--- config.mk ---
export PLATFORM = sky130hd
export DESIGN_NAME = key_scheduler
export DESIGN_NICKNAME = d
export VERILOG_FILES = /design/src/rtl/key_sched_pkg.sv /design/src/rtl/key_fifo.sv /design/src/rtl/key_scheduler.sv
export SDC_FILE = /design/constraint.sdc
export NUM_CORES = 1
export LEC_CHECK = 0
export BUFFER_PORTS_ARGS = -buffer_cell sky130_fd_sc_hd__clkbuf_2
export CAP_MARGIN = 10
export CORE_MARGIN = 5
export CORE_UTILIZATION = 31
export CTS_BUF_LIST = sky130_fd_sc_hd__clkbuf_16
export CTS_CLUSTER_SIZE = 8
export DETAILED_ROUTE_END_ITERATION = 6
export PLACE_DENSITY = 0.53
export SKIP_CTS_REPAIR_TIMING = 1
export SLEW_MARGIN = 15
export SYNTH_ARGS = -nofsm -noshare
export SYNTH_HDL_FRONTEND = slang
export SYNTH_SLANG_ARGS = --single-unit
--- constraint.sdc ---
create_clock -name clk -period 5.4 [get_ports clk]
set_input_delay 1.08 -clock clk [delete_from_list [all_inputs] [get_ports clk]]
set_output_delay 1.08 -clock clk [all_outputs]
set_load 0.02 [all_outputs]
--- src/rtl/key_sched_pkg.sv ---
// Shared types and constants for the keystream scheduler.
// The optional drop counter is enabled by KEY_SCHED_DROP_CNT_EN.
package key_sched_pkg;

    typedef enum logic [1:0] {
        GEN_RST = 2'd0,
        WARMUP  = 2'd1,
        RUN     = 2'd2
    } state_t;

    localparam int KEY_W          = 24;
    localparam int GEN_RST_CYCLES = 2;
    localparam int DROP_CNT_W     = 8;

    // Increment that sticks at all-ones instead of wrapping.
    function automatic logic [DROP_CNT_W-1:0] sat_inc(input logic [DROP_CNT_W-1:0] v);
        if (&v) begin
            return v;
        end else begin
            return v + DROP_CNT_W'(1);
        end
    endfunction

endpackage

--- src/rtl/key_fifo.sv ---
// Synchronous FIFO for key triples; a push and a pop in the same cycle are
// both accepted when full, so the occupancy stays unchanged.
module key_fifo #(
    parameter int W     = 24,
    parameter int DEPTH = 4
) (
    input  logic         clk,
    input  logic         rst_n,
    input  logic         flush,
    input  logic         push,
    input  logic         pop,
    input  logic [W-1:0] wdata,
    output logic [W-1:0] rdata,
    output logic         full,
    output logic         empty
);

    localparam int AW = $clog2(DEPTH);

    logic [W-1:0]  mem_r [DEPTH];
    logic [AW-1:0] wr_ptr_r;
    logic [AW-1:0] rd_ptr_r;
    logic [AW:0]   count_r;
    logic          push_ok_s;
    logic          pop_ok_s;

    assign full      = (count_r == (AW+1)'(DEPTH));
    assign empty     = (count_r == (AW+1)'(0));
    assign pop_ok_s  = pop && !empty;
    assign push_ok_s = push && (!full || pop_ok_s);
    assign rdata     = mem_r[rd_ptr_r];

    // Storage array; contents need no reset since the count guards reads.
    always_ff @(posedge clk) begin
        if (push_ok_s) begin
            mem_r[wr_ptr_r] <= wdata;
        end
    end

    // Pointers and occupancy; power-of-two depth lets the pointers wrap freely.
    always_ff @(posedge clk) begin
        if (!rst_n || flush) begin
            wr_ptr_r <= {AW{1'b0}};
            rd_ptr_r <= {AW{1'b0}};
            count_r  <= {(AW+1){1'b0}};
        end else begin
            if (push_ok_s) begin
                wr_ptr_r <= wr_ptr_r + AW'(1);
            end
            if (pop_ok_s) begin
                rd_ptr_r <= rd_ptr_r + AW'(1);
            end
            case ({push_ok_s, pop_ok_s})
                2'b10:   count_r <= count_r + (AW+1)'(1);
                2'b01:   count_r <= count_r - (AW+1)'(1);
                default: count_r <= count_r;
            endcase
        end
    end

endmodule

--- src/rtl/key_scheduler.sv ---
// Sequences generator reset/warm-up, buffers key triples and grants them
// round-robin. Define KEY_SCHED_DROP_CNT_EN to build the drop counter.
module key_scheduler
    import key_sched_pkg::*;
#(
    parameter int NREQ         = 2,
    parameter int FIFO_DEPTH   = 4,
    parameter int WARMUP_BYTES = 2
) (
    input  logic                  clk,
    input  logic                  rst_n,
    output logic                  gen_rst,
    input  logic                  gen_key_ready,
    input  logic [7:0]            gen_r,
    input  logic [7:0]            gen_g,
    input  logic [7:0]            gen_b,
    input  logic                  reseed_req,
    output logic                  reseed_ack,
    input  logic [NREQ-1:0]       req,
    output logic [NREQ-1:0]       gnt,
    output logic                  key_valid,
    output logic [KEY_W-1:0]      key_rgb,
    output logic [DROP_CNT_W-1:0] drop_count
);

    localparam int IDX_W = (NREQ > 2) ? 2 : 1;

    state_t            state_r;
    state_t            state_next_s;
    logic [1:0]        rst_cnt_r;
    logic [3:0]        warm_cnt_r;
    logic              gen_rst_r;
    logic              reseed_pend_r;
    logic              reseed_ack_r;
    logic              enter_run_s;
    logic [NREQ-1:0]   gnt_r;
    logic              key_valid_r;
    logic [KEY_W-1:0]  key_rgb_r;
    logic [IDX_W-1:0]  last_r;
    logic [IDX_W-1:0]  winner_s;
    logic              found_s;
    logic              pop_s;
    logic              push_s;
    logic              fifo_full_s;
    logic              fifo_empty_s;
    logic [KEY_W-1:0]  fifo_rdata_s;

    assign gen_rst    = gen_rst_r;
    assign reseed_ack = reseed_ack_r;
    assign gnt        = gnt_r;
    assign key_valid  = key_valid_r;
    assign key_rgb    = key_rgb_r;

    // Controller state register.
    always_ff @(posedge clk) begin
        if (!rst_n) begin
            state_r <= GEN_RST;
        end else begin
            state_r <= state_next_s;
        end
    end

    // Next-state logic; a zero warm-up length skips WARMUP entirely.
    always_comb begin
        state_next_s = state_r;
        case (state_r)
            GEN_RST: begin
                if (rst_cnt_r == 2'(GEN_RST_CYCLES - 1)) begin
                    state_next_s = (WARMUP_BYTES == 0) ? RUN : WARMUP;
                end else begin
                    state_next_s = GEN_RST;
                end
            end
            WARMUP: begin
                if (gen_key_ready && (warm_cnt_r == 4'(WARMUP_BYTES - 1))) begin
                    state_next_s = RUN;
                end else begin
                    state_next_s = WARMUP;
                end
            end
            RUN: begin
                if (reseed_req) begin
                    state_next_s = GEN_RST;
                end else begin
                    state_next_s = RUN;
                end
            end
            default: state_next_s = GEN_RST;
        endcase
    end

    assign enter_run_s = (state_r != RUN) && (state_next_s == RUN);

    // Reset-pulse and warm-up counters; both restart on every generator reset.
    always_ff @(posedge clk) begin
        if (!rst_n) begin
            rst_cnt_r  <= 2'd0;
            warm_cnt_r <= 4'd0;
        end else begin
            case (state_r)
                GEN_RST: begin
                    rst_cnt_r  <= rst_cnt_r + 2'd1;
                    warm_cnt_r <= 4'd0;
                end
                WARMUP: begin
                    rst_cnt_r <= 2'd0;
                    if (gen_key_ready) begin
                        warm_cnt_r <= warm_cnt_r + 4'd1;
                    end
                end
                default: begin
                    rst_cnt_r  <= 2'd0;
                    warm_cnt_r <= 4'd0;
                end
            endcase
        end
    end

    // Generator reset and reseed handshake; power-on reset never acknowledges.
    always_ff @(posedge clk) begin
        if (!rst_n) begin
            gen_rst_r     <= 1'b1;
            reseed_pend_r <= 1'b0;
            reseed_ack_r  <= 1'b0;
        end else begin
            gen_rst_r    <= (state_next_s == GEN_RST);
            reseed_ack_r <= enter_run_s && reseed_pend_r;
            if (state_r == RUN && reseed_req) begin
                reseed_pend_r <= 1'b1;
            end else if (enter_run_s) begin
                reseed_pend_r <= 1'b0;
            end
        end
    end

    // Round-robin search starting one past the last winner.
    always_comb begin
        found_s  = 1'b0;
        winner_s = last_r;
        for (int i = 1; i <= NREQ; i++) begin
            int            cand;
            logic [IDX_W-1:0] idx;
            cand     = (int'(last_r) + i) % NREQ;
            idx      = cand[IDX_W-1:0];
            winner_s = (req[idx] && !found_s) ? idx : winner_s;
            found_s  = found_s | req[idx];
        end
    end

    assign pop_s  = (state_r == RUN) && !fifo_empty_s && found_s;
    assign push_s = (state_r == RUN) && gen_key_ready;

    // Registered grant; key_rgb holds its last value between transfers.
    always_ff @(posedge clk) begin
        if (!rst_n) begin
            gnt_r       <= {NREQ{1'b0}};
            key_valid_r <= 1'b0;
            key_rgb_r   <= {KEY_W{1'b0}};
            last_r      <= IDX_W'(NREQ - 1);
        end else if (pop_s) begin
            gnt_r       <= {{(NREQ-1){1'b0}}, 1'b1} << winner_s;
            key_valid_r <= 1'b1;
            key_rgb_r   <= fifo_rdata_s;
            last_r      <= winner_s;
        end else begin
            gnt_r       <= {NREQ{1'b0}};
            key_valid_r <= 1'b0;
        end
    end

    key_fifo #(
        .W     (KEY_W),
        .DEPTH (FIFO_DEPTH)
    ) u_fifo (
        .clk   (clk),
        .rst_n (rst_n),
        .flush (state_r == GEN_RST),
        .push  (push_s),
        .pop   (pop_s),
        .wdata ({gen_r, gen_g, gen_b}),
        .rdata (fifo_rdata_s),
        .full  (fifo_full_s),
        .empty (fifo_empty_s)
    );

`ifdef KEY_SCHED_DROP_CNT_EN
    logic                  drop_s;
    logic [DROP_CNT_W-1:0] drop_cnt_r;

    assign drop_s     = push_s && fifo_full_s && !pop_s;
    assign drop_count = drop_cnt_r;

    // Saturating count of triples rejected by a full FIFO.
    always_ff @(posedge clk) begin
        if (!rst_n) begin
            drop_cnt_r <= {DROP_CNT_W{1'b0}};
        end else if (drop_s) begin
            drop_cnt_r <= sat_inc(drop_cnt_r);
        end
    end
`else
    assign drop_count = {DROP_CNT_W{1'b0}};
`endif

endmodule

==> summary.md <==
| Metric | Value |
|---|---|
| Launching element type of the critical path | input port |
| Global-route usage over all layers | 0.110 |
| FF+latch count, synth | 142 |
| Clock latency on the worst-skew pair | 0.41 ns |
| Worst min path class | flop to flop |
| First-pass iteration count of the detailed router | 4 |
| Vias in the first global route | roughly 3000 |
| Dpl cells | 604 |
| Remaining max-slew budget at the tightest pin | 0.350 |
| Commonest cells after routing, fill and taps aside | sky130_fd_sc_hd__edfxtp_1, sky130_fd_sc_hd__clkbuf_2, sky130_fd_sc_hd__dfxtp_1 |
| Final critical delay including setup and external delays | approximately 2.9 ns |
| First-pass GRT wire length | 16.7 mm |
| Maximum achievable frequency | 0.349 GHz |
| Share of layout cells above drive strength 1 | 0.314 |
| Worst path required time | roughly 5.7 ns |
| Clock Skew | approximately 0.0078 ns |
| Sequential share of the synthesized area | 0.696 |
| Number of synthesized flops with an enable pin | 96 |
| Final-report hold violation count | 0 |
| Category of the critical setup timing path | input port to flop |
| Summed area of non-filler cells in the final layout | between 6000 and 7000 µm² |
| I/O pin total | 67 |
| Cell area power density | around 360 nW/µm² |
| Register-to-register setup slack | 2.78 ns |
| Clock net sink count | 142 |
| Critical path endpoint category | flop |
| Core Util, Final | 0.379 |
| Worst setup slack after layout | 2.53 ns |
| Synth warnings | 0 |
| Violation count after the first detailed-route iteration | 134 |
| Async set or reset register ratio after synthesis | 0 |
| Total Nets Final | 437 |
| Placeable core area | 17300 µm² |
| Detailed placer's ending HPWL | 6.48 mm |
| Die outline area | 20400 µm² |
| Crit Path Max Fanout | 25 |
| Layout area overhead | 19.9% |
| Maxcap violations | 0 |
| TritonCTS clock tree | built |
| Setup repair after global routing missed its margin | no |
| Non-Filler Instances | 636 |
| Horizontal die dimension | 143 µm |
| Most common library cell in the layout ignoring fill and taps | sky130_fd_sc_hd__edfxtp_1 |
| Count of cell types in the netlist | 43 |
| Initial antenna violation count | 0 |
| Max IR drop VDD | 0.182 mV |
| Actual transition at the worst max-transition pin | 0.975 ns |
| Average detailed-routed wire length per instance | 16.4 µm |
| Routed wire length | 10.5 mm |
| Effective utilization at floorplan | 0.316 |
| Remaining design rule violation count | 0 |
| GRT overflow | 0 |
| Synthesized area | approximately 5500 µm² |
| Fillers | 1622 |
| Total power of the final layout | 2.36 mW |
| Total setup violations reported at the end of the flow | 0 |
| Number of antenna repair diodes | 0 |
| Post-DR vias/cell | ~4.6 |
| RePlAce Congestion | 0.692 |
| Gate count of the mapped netlist | 332 |
| Worst setup timing slack at the placement stage | 2.16 ns |
| Leak Pwr | 2.24 nW |
| Via total after detailed routing | 2894 |
| Area post-placement | 5950 µm² |
| Number of antenna-violating nets in the routed design | 0 |
| WHS | 0.418 ns |
| Top flip-flop cell by instance count after synthesis | sky130_fd_sc_hd__edfxtp_1 |
| Clk Tree Root Cell | sky130_fd_sc_hd__clkbuf_16 |
| Number of max-slew violations in the final report | 0 |
| Number of buffers added by the clock tree synthesis step | 17 |
| CTS clk-pin slew, worst paths | 0.05 ns |
| Aggregate negative setup slack | 0 ns |
| Final cycle utilization of the critical path | 0.531 |
| Post-Syn Area per Cell | 16.5 µm² |
| Die span in y | 143 µm |
| Total number of placement rows | 48 |
| Max clock buf depth | 2 |
| Maximum number of pins on one net before global-route repair | 35 |
| Level count of the clock H-tree | 4 |
| Result of the run | finished, final reports clean |
| Signal arrival time at the worst endpoint | 3.19 ns |
| PortBufs | 58 |
[area by class of cell]
cell class                 instances  area (µm²)  area share
multi-input combinational        164        1490       0.228
timing repair buffer              64         335      0.0512
inverter                           9        33.8     0.00516
sequential                       142        3800       0.581
clock inverter                    13         123      0.0187
clock buffer                      19         475      0.0726
tap                              225         282      0.0430
[power breakdown]
group          internal (mW)  switching [mW]
combinational         0.0148          0.0315
sequential              1.16         0.00376
clock                  0.726           0.422
total                   1.90           0.457
[layer usage]
layer / share of wire / track usage
met1: 0.44 / 0.136
met2: 0.49 / 0.179
met3: 0.060 / 0.0419
met4: 0.0089 / 0.0360
met5: 0 / 0
[cells in the mapped netlist (2+ instances only)]
| master | number | share of area |
|---|---|---|
| sky130_fd_sc_hd__o2bb2ai_2 | 8 | 0.022 |
| sky130_fd_sc_hd__ha_1 | 8 | 0.018 |
| sky130_fd_sc_hd__a21oi_1 | 3 | 0.0027 |
| sky130_fd_sc_hd__inv_1 | 9 | 0.0062 |
| sky130_fd_sc_hd__mux2i_1 | 3 | 0.0055 |
| sky130_fd_sc_hd__buf_6 | 4 | 0.0082 |
| sky130_fd_sc_hd__nand2_1 | 35 | 0.024 |
| sky130_fd_sc_hd__and2_1 | 5 | 0.0057 |
| sky130_fd_sc_hd__nand2b_1 | 3 | 0.0034 |
| sky130_fd_sc_hd__o2bb2ai_1 | 16 | 0.026 |
| sky130_fd_sc_hd__nand4_1 | 2 | 0.0023 |
| sky130_fd_sc_hd__o21ai_0 | 6 | 0.0055 |
| sky130_fd_sc_hd__edfxtp_1 | 96 | 0.53 |
| sky130_fd_sc_hd__buf_4 | 11 | 0.015 |
| sky130_fd_sc_hd__clkbuf_1 | 6 | 0.0041 |
| sky130_fd_sc_hd__nor2_1 | 15 | 0.010 |
| sky130_fd_sc_hd__o21a_1 | 2 | 0.0027 |
| sky130_fd_sc_hd__nor2b_1 | 2 | 0.0023 |
| sky130_fd_sc_hd__xor2_1 | 4 | 0.0064 |
| sky130_fd_sc_hd__mux4_2 | 24 | 0.099 |
| sky130_fd_sc_hd__dfxtp_1 | 46 | 0.17 |
| sky130_fd_sc_hd__nor3_1 | 2 | 0.0018 |
| sky130_fd_sc_hd__buf_2 | 2 | 0.0018 |
[cells by family (layout without fill, tap and decap cells)]
| logic type | count (synthesis) | count (layout) | synth area share |
|---|---|---|---|
| flops | 142 | 142 | 0.696 |
| fa+ha+maj | 9 | 9 | 0.0220 |
| mux | 27 | 27 | 0.104 |
| compound gates | 39 | 39 | 0.0653 |
| buf+inv | 33 | 105 | 0.0362 |
| other cells | 1 | 8 | 0.000686 |
| simple gates | 76 | 76 | 0.0671 |
| xor+xnor | 5 | 5 | 0.00802 |
[sequential cells by signal, indices dropped and copies added, names as in the netlist]
register and count:
reseed_pend_r 1, u_fifo.count_r 3, reseed_ack 1, state_r 2
warm_cnt_r 4, gnt 2, rst_cnt_r 2, u_fifo.wr_ptr_r 2
key_valid 1, key_rgb 24, last_r 1, u_fifo.rd_ptr_r 2
u_fifo.mem_r 96, gen_rst 1
[path summary, 6_finish.rpt]
| check | depth (start not counted) | startpoint | endpoint |
|---|---|---|---|
| max | 10 | req[1] | u_fifo.count_r[2] |
| min | 1 | rst_cnt_r[0] | rst_cnt_r[0] |
| max reg2reg | 9 | state_r[1] | u_fifo.count_r[2] |
| min reg2reg | 1 | rst_cnt_r[0] | rst_cnt_r[0] |
[critical path, stage by stage]
cell	delay, ns
sky130_fd_sc_hd__clkbuf_2	0.12
sky130_fd_sc_hd__nor2_1	0.12
sky130_fd_sc_hd__nor3_4	0.20
sky130_fd_sc_hd__buf_4	0.38
sky130_fd_sc_hd__ha_1	0.25
sky130_fd_sc_hd__inv_1	0.06
sky130_fd_sc_hd__fa_1	0.37
sky130_fd_sc_hd__xor2_1	0.15
sky130_fd_sc_hd__or3_1	0.31
sky130_fd_sc_hd__a21oi_1	0.14
No activity file was read; power rests on OpenSTA's default activity.
